[src/rtl/id_ex_stage_if.sv]
// Signal bundle between the decode/forwarding side and the ID/EX stage.
// master drives the ID fields and forwarding sources, slave is the stage itself.
interface id_ex_stage_if;
    logic        id_valid;
    logic [31:0] id_rs_data;
    logic [31:0] id_rt_data;
    logic [4:0]  id_rs;
    logic [4:0]  id_rt;
    logic [4:0]  id_rd;
    logic [4:0]  id_shamt;
    logic [31:0] id_imm_ext;
    logic [4:0]  id_alu_ctl;
    logic        id_sign;
    logic        id_alusrc1;
    logic        id_alusrc2;
    logic        id_mem_read;
    logic        id_mem_write;
    logic        id_reg_write;
    logic        exmem_reg_write;
    logic [4:0]  exmem_rd;
    logic [31:0] exmem_result;
    logic        memwb_reg_write;
    logic [4:0]  memwb_rd;
    logic [31:0] memwb_result;
    logic        flush;
    logic        hold;
    logic [31:0] alu_in1;
    logic [31:0] alu_in2;
    logic [4:0]  alu_ctl;
    logic        alu_sign;
    logic [31:0] ex_rt_data;
    logic [4:0]  ex_rd;
    logic        ex_valid;
    logic        ex_mem_read;
    logic        ex_mem_write;
    logic        ex_reg_write;
    logic        id_stall;

    modport master (
        output id_valid, id_rs_data, id_rt_data, id_rs, id_rt, id_rd, id_shamt, id_imm_ext,
               id_alu_ctl, id_sign, id_alusrc1, id_alusrc2, id_mem_read, id_mem_write,
               id_reg_write, exmem_reg_write, exmem_rd, exmem_result, memwb_reg_write,
               memwb_rd, memwb_result, flush, hold,
        input  alu_in1, alu_in2, alu_ctl, alu_sign, ex_rt_data, ex_rd, ex_valid, ex_mem_read,
               ex_mem_write, ex_reg_write, id_stall
    );

    modport slave (
        input  id_valid, id_rs_data, id_rt_data, id_rs, id_rt, id_rd, id_shamt, id_imm_ext,
               id_alu_ctl, id_sign, id_alusrc1, id_alusrc2, id_mem_read, id_mem_write,
               id_reg_write, exmem_reg_write, exmem_rd, exmem_result, memwb_reg_write,
               memwb_rd, memwb_result, flush, hold,
        output alu_in1, alu_in2, alu_ctl, alu_sign, ex_rt_data, ex_rd, ex_valid, ex_mem_read,
               ex_mem_write, ex_reg_write, id_stall
    );
endinterface

[src/rtl/id_ex_stage.sv]
// ID/EX pipeline register with operand forwarding, load-use stall, flush and hold.
// Define ID_EX_FORWARD_EN to enable the forwarding muxes; otherwise any RAW against EX or EX/MEM stalls.
module id_ex_stage (
    input  logic         clk,
    input  logic         reset,
    id_ex_stage_if.slave bus
);
    typedef struct packed {
        logic        valid;
        logic [4:0]  rs;
        logic [4:0]  rt;
        logic [4:0]  rd;
        logic [4:0]  shamt;
        logic [31:0] rs_data;
        logic [31:0] rt_data;
        logic [31:0] imm_ext;
        logic [4:0]  alu_ctl;
        logic        sign;
        logic        alusrc1;
        logic        alusrc2;
        logic        mem_read;
        logic        mem_write;
        logic        reg_write;
    } ex_reg_t;

    ex_reg_t     ex_q;
    ex_reg_t     id_fields;
    logic        load_use;
    logic [31:0] fwd_rs;
    logic [31:0] fwd_rt;

    function automatic logic raw_hit(logic w, logic [4:0] r, logic [4:0] rs, logic [4:0] rt);
        return w & (r != 5'd0) & ((r == rs) | (r == rt));
    endfunction

    always_comb begin
        id_fields           = '0;
        id_fields.valid     = bus.id_valid;
        id_fields.rs        = bus.id_rs;
        id_fields.rt        = bus.id_rt;
        id_fields.rd        = bus.id_rd;
        id_fields.shamt     = bus.id_shamt;
        id_fields.rs_data   = bus.id_rs_data;
        id_fields.rt_data   = bus.id_rt_data;
        id_fields.imm_ext   = bus.id_imm_ext;
        id_fields.alu_ctl   = bus.id_alu_ctl;
        id_fields.sign      = bus.id_sign;
        id_fields.alusrc1   = bus.id_alusrc1;
        id_fields.alusrc2   = bus.id_alusrc2;
        id_fields.mem_read  = bus.id_mem_read;
        id_fields.mem_write = bus.id_mem_write;
        id_fields.reg_write = bus.id_reg_write;
    end

`ifdef ID_EX_FORWARD_EN
    assign load_use = bus.id_valid &
                      raw_hit(ex_q.valid & ex_q.mem_read, ex_q.rd, bus.id_rs, bus.id_rt);

    // Later assignment wins, so EX/MEM overrides MEM/WB.
    always_comb begin
        fwd_rs = ex_q.rs_data;
        fwd_rt = ex_q.rt_data;
        if (raw_hit(bus.memwb_reg_write, bus.memwb_rd, ex_q.rs, 5'd0)) fwd_rs = bus.memwb_result;
        if (raw_hit(bus.memwb_reg_write, bus.memwb_rd, ex_q.rt, 5'd0)) fwd_rt = bus.memwb_result;
        if (raw_hit(bus.exmem_reg_write, bus.exmem_rd, ex_q.rs, 5'd0)) fwd_rs = bus.exmem_result;
        if (raw_hit(bus.exmem_reg_write, bus.exmem_rd, ex_q.rt, 5'd0)) fwd_rt = bus.exmem_result;
    end
`else
    assign load_use = bus.id_valid &
                      (raw_hit(ex_q.reg_write & ex_q.valid, ex_q.rd, bus.id_rs, bus.id_rt) |
                       raw_hit(bus.exmem_reg_write, bus.exmem_rd, bus.id_rs, bus.id_rt));
    assign fwd_rs   = ex_q.rs_data;
    assign fwd_rt   = ex_q.rt_data;
`endif

    always_ff @(posedge clk or posedge reset) begin
        if (reset) begin
            ex_q <= '0;
        end else if (bus.flush) begin
            ex_q <= '0;
        end else if (bus.hold) begin
            ex_q <= ex_q;
        end else if (load_use) begin
            ex_q <= '0;
        end else begin
            ex_q <= id_fields;
        end
    end

    assign bus.alu_in1      = ex_q.alusrc1 ? {27'd0, ex_q.shamt} : fwd_rs;
    assign bus.alu_in2      = ex_q.alusrc2 ? ex_q.imm_ext : fwd_rt;
    assign bus.ex_rt_data   = fwd_rt;
    assign bus.alu_ctl      = ex_q.alu_ctl;
    assign bus.alu_sign     = ex_q.sign;
    assign bus.ex_rd        = ex_q.rd;
    assign bus.ex_valid     = ex_q.valid;
    assign bus.ex_mem_read  = ex_q.mem_read;
    assign bus.ex_mem_write = ex_q.mem_write;
    assign bus.ex_reg_write = ex_q.reg_write;
    // A flush redirects upstream, so it must not also be told to stall.
    assign bus.id_stall     = ~bus.flush & (bus.hold | load_use);
endmodule

[src/flat_wrapper.sv]
// flat-port wrapper written by rule: the top's interface ports become plain ports
module id_ex_stage_flat 
  (clk, reset, bus_id_valid, bus_id_rs_data, bus_id_rt_data, bus_id_rs, bus_id_rt, bus_id_rd, bus_id_shamt, bus_id_imm_ext, bus_id_alu_ctl, bus_id_sign, bus_id_alusrc1, bus_id_alusrc2, bus_id_mem_read, bus_id_mem_write, bus_id_reg_write, bus_exmem_reg_write, bus_exmem_rd, bus_exmem_result, bus_memwb_reg_write, bus_memwb_rd, bus_memwb_result, bus_flush, bus_hold, bus_alu_in1, bus_alu_in2, bus_alu_ctl, bus_alu_sign, bus_ex_rt_data, bus_ex_rd, bus_ex_valid, bus_ex_mem_read, bus_ex_mem_write, bus_ex_reg_write, bus_id_stall);
  id_ex_stage_if bus_i ();
  input  logic clk;
  input  logic reset;
  input wire logic [$bits(bus_i.id_valid)-1:0] bus_id_valid;
  input wire logic [$bits(bus_i.id_rs_data)-1:0] bus_id_rs_data;
  input wire logic [$bits(bus_i.id_rt_data)-1:0] bus_id_rt_data;
  input wire logic [$bits(bus_i.id_rs)-1:0] bus_id_rs;
  input wire logic [$bits(bus_i.id_rt)-1:0] bus_id_rt;
  input wire logic [$bits(bus_i.id_rd)-1:0] bus_id_rd;
  input wire logic [$bits(bus_i.id_shamt)-1:0] bus_id_shamt;
  input wire logic [$bits(bus_i.id_imm_ext)-1:0] bus_id_imm_ext;
  input wire logic [$bits(bus_i.id_alu_ctl)-1:0] bus_id_alu_ctl;
  input wire logic [$bits(bus_i.id_sign)-1:0] bus_id_sign;
  input wire logic [$bits(bus_i.id_alusrc1)-1:0] bus_id_alusrc1;
  input wire logic [$bits(bus_i.id_alusrc2)-1:0] bus_id_alusrc2;
  input wire logic [$bits(bus_i.id_mem_read)-1:0] bus_id_mem_read;
  input wire logic [$bits(bus_i.id_mem_write)-1:0] bus_id_mem_write;
  input wire logic [$bits(bus_i.id_reg_write)-1:0] bus_id_reg_write;
  input wire logic [$bits(bus_i.exmem_reg_write)-1:0] bus_exmem_reg_write;
  input wire logic [$bits(bus_i.exmem_rd)-1:0] bus_exmem_rd;
  input wire logic [$bits(bus_i.exmem_result)-1:0] bus_exmem_result;
  input wire logic [$bits(bus_i.memwb_reg_write)-1:0] bus_memwb_reg_write;
  input wire logic [$bits(bus_i.memwb_rd)-1:0] bus_memwb_rd;
  input wire logic [$bits(bus_i.memwb_result)-1:0] bus_memwb_result;
  input wire logic [$bits(bus_i.flush)-1:0] bus_flush;
  input wire logic [$bits(bus_i.hold)-1:0] bus_hold;
  output wire logic [$bits(bus_i.alu_in1)-1:0] bus_alu_in1;
  output wire logic [$bits(bus_i.alu_in2)-1:0] bus_alu_in2;
  output wire logic [$bits(bus_i.alu_ctl)-1:0] bus_alu_ctl;
  output wire logic [$bits(bus_i.alu_sign)-1:0] bus_alu_sign;
  output wire logic [$bits(bus_i.ex_rt_data)-1:0] bus_ex_rt_data;
  output wire logic [$bits(bus_i.ex_rd)-1:0] bus_ex_rd;
  output wire logic [$bits(bus_i.ex_valid)-1:0] bus_ex_valid;
  output wire logic [$bits(bus_i.ex_mem_read)-1:0] bus_ex_mem_read;
  output wire logic [$bits(bus_i.ex_mem_write)-1:0] bus_ex_mem_write;
  output wire logic [$bits(bus_i.ex_reg_write)-1:0] bus_ex_reg_write;
  output wire logic [$bits(bus_i.id_stall)-1:0] bus_id_stall;
  assign bus_i.id_valid = bus_id_valid;
  assign bus_i.id_rs_data = bus_id_rs_data;
  assign bus_i.id_rt_data = bus_id_rt_data;
  assign bus_i.id_rs = bus_id_rs;
  assign bus_i.id_rt = bus_id_rt;
  assign bus_i.id_rd = bus_id_rd;
  assign bus_i.id_shamt = bus_id_shamt;
  assign bus_i.id_imm_ext = bus_id_imm_ext;
  assign bus_i.id_alu_ctl = bus_id_alu_ctl;
  assign bus_i.id_sign = bus_id_sign;
  assign bus_i.id_alusrc1 = bus_id_alusrc1;
  assign bus_i.id_alusrc2 = bus_id_alusrc2;
  assign bus_i.id_mem_read = bus_id_mem_read;
  assign bus_i.id_mem_write = bus_id_mem_write;
  assign bus_i.id_reg_write = bus_id_reg_write;
  assign bus_i.exmem_reg_write = bus_exmem_reg_write;
  assign bus_i.exmem_rd = bus_exmem_rd;
  assign bus_i.exmem_result = bus_exmem_result;
  assign bus_i.memwb_reg_write = bus_memwb_reg_write;
  assign bus_i.memwb_rd = bus_memwb_rd;
  assign bus_i.memwb_result = bus_memwb_result;
  assign bus_i.flush = bus_flush;
  assign bus_i.hold = bus_hold;
  assign bus_alu_in1 = bus_i.alu_in1;
  assign bus_alu_in2 = bus_i.alu_in2;
  assign bus_alu_ctl = bus_i.alu_ctl;
  assign bus_alu_sign = bus_i.alu_sign;
  assign bus_ex_rt_data = bus_i.ex_rt_data;
  assign bus_ex_rd = bus_i.ex_rd;
  assign bus_ex_valid = bus_i.ex_valid;
  assign bus_ex_mem_read = bus_i.ex_mem_read;
  assign bus_ex_mem_write = bus_i.ex_mem_write;
  assign bus_ex_reg_write = bus_i.ex_reg_write;
  assign bus_id_stall = bus_i.id_stall;
  id_ex_stage u_core (.clk(clk), .reset(reset), .bus(bus_i));
endmodule
[config.mk]
export PLATFORM = sky130hd
export DESIGN_NAME = id_ex_stage_flat
export DESIGN_NICKNAME = d
export VERILOG_FILES = /design/src/rtl/id_ex_stage_if.sv /design/src/rtl/id_ex_stage.sv /design/src/flat_wrapper.sv
export SDC_FILE = /design/constraint.sdc
export NUM_CORES = 1
export LEC_CHECK = 0
export BUFFER_PORTS_ARGS = -buffer_cell sky130_fd_sc_hd__buf_2
export CORE_AREA = 2 2 123 125
export CTS_CLUSTER_SIZE = 20
export DETAILED_ROUTE_END_ITERATION = 10
export DIE_AREA = 0 0 125 127
export PLACE_DENSITY = 0.73
export RECOVER_POWER = 25
export SKIP_CTS_REPAIR_TIMING = 1
export SYNTH_ARGS = -nofsm -noshare
export SYNTH_HDL_FRONTEND = slang
export SYNTH_SLANG_ARGS = --single-unit
[constraint.sdc]
create_clock -name clk -period 5.1 [get_ports clk]
set_input_delay 1.53 -clock clk [delete_from_list [all_inputs] [get_ports clk]]
set_output_delay 1.53 -clock clk [all_outputs]
set_load 0.05 [all_outputs]
Yosys cells after proc, flatten, opt, wreduce, memory -nomap -nowiden. Index checks and enable logic that the tools add are counted.

Bits in registers: 118. Input port bits: 208. Output and inout bits: 112. Logic and storage cells: 37.

Eq/ne operators: 5. Mux-type cells: 5. Bitwise gates (word level): 12. Reductions and logical operators: 2.

Operators by type and width (number): $mux 128 (3); $mux 32 (2); $eq 5x5->1 (4); $reduce_bool 5->1 (2); $and 1x1->1 (7); $or 1x1->1 (4); $ne 2x2->1 const B (1); $not 1->1 (1).

Logic depth before layout (Yosys ltp).
Depth after elaboration: 8. Depth in mapped cells: 7. Depth with buffers taken out: 5.

Least setup slack after synthesis. OpenSTA, ideal clock, no wires.

Path kind: input to output. Start point: input bus_id_rt[4]. End point: output bus_id_stall. Arrival: 2852 ps. Required time: 3570 ps. Setup slack: 718 ps. Stages on the path: 5. Buffers on the path: 0. Cell sequence: xnor2_1 nand3_1 o22ai_1 a221oi_1 nor2_1.

Word-level cells in the longest chain between the ends: 7. Elaborated cells on any way between the ends: 10. Those cells by class: eq/ne (2); bitwise (8).

RTL lines: from (decl) (RTL line flat_wrapper.sv:11) `input wire logic [$bits(bus_i.id_rt)-1:0] bus_id_rt;`; $eq 5x5->1 (RTL line id_ex_stage.sv:33) `return w & (r != 5'd0) & ((r == rs) | (r == rt));`; $or 1x1->1 (RTL line id_ex_stage.sv:33); $and 1x1->1 (RTL line id_ex_stage.sv:33); $or 1x1->1 (*) (RTL line id_ex_stage.sv:70) `(raw_hit(ex_q.reg_write & ex_q.valid, ex_q.rd, bus.id_rs, bus.id_rt) |`; $and 1x1->1 (*) (RTL line id_ex_stage.sv:69) `assign load_use = bus.id_valid &`; $or 1x1->1 (*) (RTL line id_ex_stage.sv:101) `assign bus.id_stall = ~bus.flush & (bus.hold | load_use);`; $and 1x1->1 (*) (RTL line id_ex_stage.sv:101); to (decl) (RTL line flat_wrapper.sv:40) `output wire logic [$bits(bus_i.id_stall)-1:0] bus_id_stall;`.

Mark *: on every way between the ends. The rest lies on a longest branch, timed or not.

Worst setup path in the final report. Same ends and word-level chain as after synthesis.

==> metrics.md <==
| Metric | Value |
|---|---|
| Outcome | complete, but fails checks |
| Failing checks | max-capacitance violations, max-slew violations |
| Core area | 14400 um^2 |
| RSZ-0062 raised after global routing | false |
| Sw Pwr | 0.782 mW |
| Post-route minimum period | 4.41 ns |
| Final Max Slew Viols | 80 |
| Reg2Reg Setup Slack | 2.51 ns |
| Total track usage | 17.5% |
| DP Wirelength | 9570 um |
| Io pins | 320 |
| Combinational fraction of design power | 18.0% |
| # H-tree levels | 4 |
| Cell count after synthesis | 419 |
| Max clock buf depth | 2 |
| Req. time, crit path | 3.57 ns |
| Mean area per synthesized cell | 12.8 um^2 |
| Period utilisation layout | 86.6% |
| CP Launch Type | primary input |
| Maximum clock rate | 0.227 GHz |
| CP Capture Type | primary output |
| Fin cells | 817 |
| Clk slew on worst S/H paths | 0.05 ns |
| DR iter-0 viols | 194 |
| Via count | 4173 |
| Worst EP arrival | 2.88 ns |
| Maxcap violations | 1 |
| Die X | 125 um |
| Worst r2r src | u_core.bus.ex_rd[1] |
| CP dominant cell by count | buf_2 |
| CTS buffer count | 17 |
| WL final | 13700 um |
| Switching Share | 28.7% |
| Worst-margin pin slew | 2.96 ns |
| Die area | 15900 um^2 |
| R2r worst-path depth | 6 |
| Yosys top cell by area | dfrtp_1 |
| Maximum vdd drop | 216 uV |
| R2r endpoint | u_core.bus.ex_rt_data[11] |
| # DRC | 0 |
| Total power | 2.72 mW |
| First-pass GRT wire length | 22200 um |
| Clk_lat worst skew | 0.41 ns |
| Largest net degree at the start of global routing | 80 |
| Syn. warnings | 0 |
| Number of port buffers | 249 |
| Crit-path slowest cell | o22ai_1 |
| Slew Limit Headroom | -97.1% |
| Cell family with most CP delay | compound AO/OA/AOI/OAI gates |
| Nets | 828 |
| Stages on the worst setup path | 7 |
| Final Wtd Congestion | 0.843 |
| Area Overhead vs Synth | 31.1% |
| Final setup viols | 0 |
| Routed Antenna Nets | 0 |
| Seq pwr share | 38.0% |
| Fin Clk Skew | 0.00804 ns |
| Row cnt | 44 |
| Antenna diode count | 0 |
| CP Class | in -> out |
| Post-Syn Nets | 627 |
| Register area share after synthesis | 55.0% |
| CP Launch Point | bus_id_rt[4] |
| Setup TNS | 0 ns |
| Min-Delay Path Class | reg -> reg |
| Dpl cells | 785 |
| CTS tree | built |
| Grt total ovfl | 0 |
| Clock power share | 44.0% |
| Initial antenna violation count | 0 |
| Seq cells post-synth | 118 |
| Yosys top cell area share | 55.0% |
| 1st-pass router iterations | 4 |
| CP endpoint | bus_id_stall |
| Critical Path, Cell by Cell | buf_2 > xnor2_1 > nand3_1 > o22ai_1 > a221oi_1 > nor2_1 > buf_2 |
| Mapped Area | 5370 um^2 |
| Die Ht | 127 um |
| Main area contributors after synthesis | dfrtp_1 55%, a22o_1 19%, mux2_2 7.8% |
| CP max FO | 3 |
| Routed length per instance | 16.7 um |
| P_int | 1.94 mW |
| Initial Util | 37.2% |
| Largest stage delay on the critical path | 0.39 ns |
| P_leak | 3.81 nW |
| Layout cells sized above 1 | 51.0% |
| Number of global-route vias before repair | 4271 |
| Avg Vias per Cell | 5.11 |
| Hold Fails Final Rpt | 0 |
| Total power per unit cell area | 387 nW/um^2 |
| CTS root buf | clkbuf_16 |
| CP bufs+invs | 2 |
| Synth cell types | 23 |
| CTS sink count | 118 |
## synth_stat cells
library cell,count
and3_1,1
mux2_2,37
a32oi_1,1
buf_4,46
a221oi_4,1
or3_1,1
o311a_1,1
o22ai_1,2
nand2_1,5
and2_1,1
nand3_1,4
a221oi_1,1
xnor2_1,20
or2_2,1
inv_1,1
buf_2,8
a22o_1,117
clkbuf_1,20
dfrtp_1,118
a32o_1,1
nor3_1,1
nor2_1,3
nor2b_1,28
## power by group through the flow
stage,logic (mW),clock network [mW],registers (mW)
finish,0.491,1.20,1.03
global route,0.521,1.28,1.04
CTS,0.496,1.23,1.03
detailed placement,0.494,0,1.05
global placement,0.488,0,1.05
floorplan,0.382,0,1.04
## worst min-delay path by stage
stage | start | end | slack [ns] | cells after the start
after detailed placement | u_core.ex_q[12] | u_core.ex_q[12] | 0.48 | 1
after global placement | u_core.fwd_rs[30] | u_core.fwd_rs[30] | 0.48 | 1
after global routing | u_core.fwd_rs[8] | u_core.fwd_rs[8] | 0.51 | 1
after floorplan | u_core.fwd_rs[10] | u_core.fwd_rs[10] | 0.47 | 1
after CTS | u_core.fwd_rs[23] | u_core.fwd_rs[23] | 0.50 | 1
final | u_core.fwd_rs[23] | u_core.fwd_rs[23] | 0.50 | 1
## layout make-up
class | count | area, um^2
Multi-Input combinational cell | 226 | 1960
Timing Repair Buffer | 256 | 1300
Inverter | 1 | 3.75
Clock inverter | 8 | 123
Fill cell | 1297 | 7390
Tap cell | 184 | 230
Clock buffer | 24 | 472
Sequential cell | 118 | 2950
## per-stage QoR
step,hold slack (ns),setup slack [ns],area (um^2),utilization (%)
6_report,0.496,0.685,7030,48.8
5_1_grt,0.507,0.485,7030,48.8
4_1_cts,0.499,0.721,7040,48.8
3_5_place_dp,0.485,0.721,6440,44.7
3_3_place_gp,0.479,0.783,6440,44.7
2_1_floorplan,0.465,0.441,5370,-
## layer usage
layer	track usage (%)	wire length, um
met5	0	0
met4	7.06	210
met3	5.07	1110
met2	28.0	6470
met1	22.6	5870
## cells in the final DEF (no fill, tap or decap), types with 4 or more instances in the layout
master     instances
a22o_1           117
buf_2            249
buf_4              6
clkbuf_1           5
clkbuf_16         17
dfrtp_1          118
mux2_2            37
nand2_1            5
nand3_1            4
nor2b_1           27
xnor2_1           20
## sequential cells by signal (all words and copies together), names as in the netlist
register,cells
u_core.bus.ex_valid,1
u_core.ex_q,39
u_core.bus.ex_reg_write,1
u_core.bus.ex_rd,5
u_core.bus.alu_sign,1
u_core.fwd_rs,32
u_core.bus.alu_ctl,5
u_core.bus.ex_rt_data,32
u_core.bus.ex_mem_read,1
u_core.bus.ex_mem_write,1
## logic make-up (layout without fill, tap and decap cells)
family | count (synthesis) | after routing | synth area share (%)
AO/OA/AOI/OAI | 124 | 124 | 20.5
flip-flops | 118 | 118 | 55.0
buffers and inverters | 75 | 289 | 8.65
AND/OR/NAND/NOR | 45 | 45 | 4.76
multiplexers | 37 | 37 | 7.77
XOR/XNOR | 20 | 20 | 3.26
Note: power is estimated with default switching activity, not from simulation.
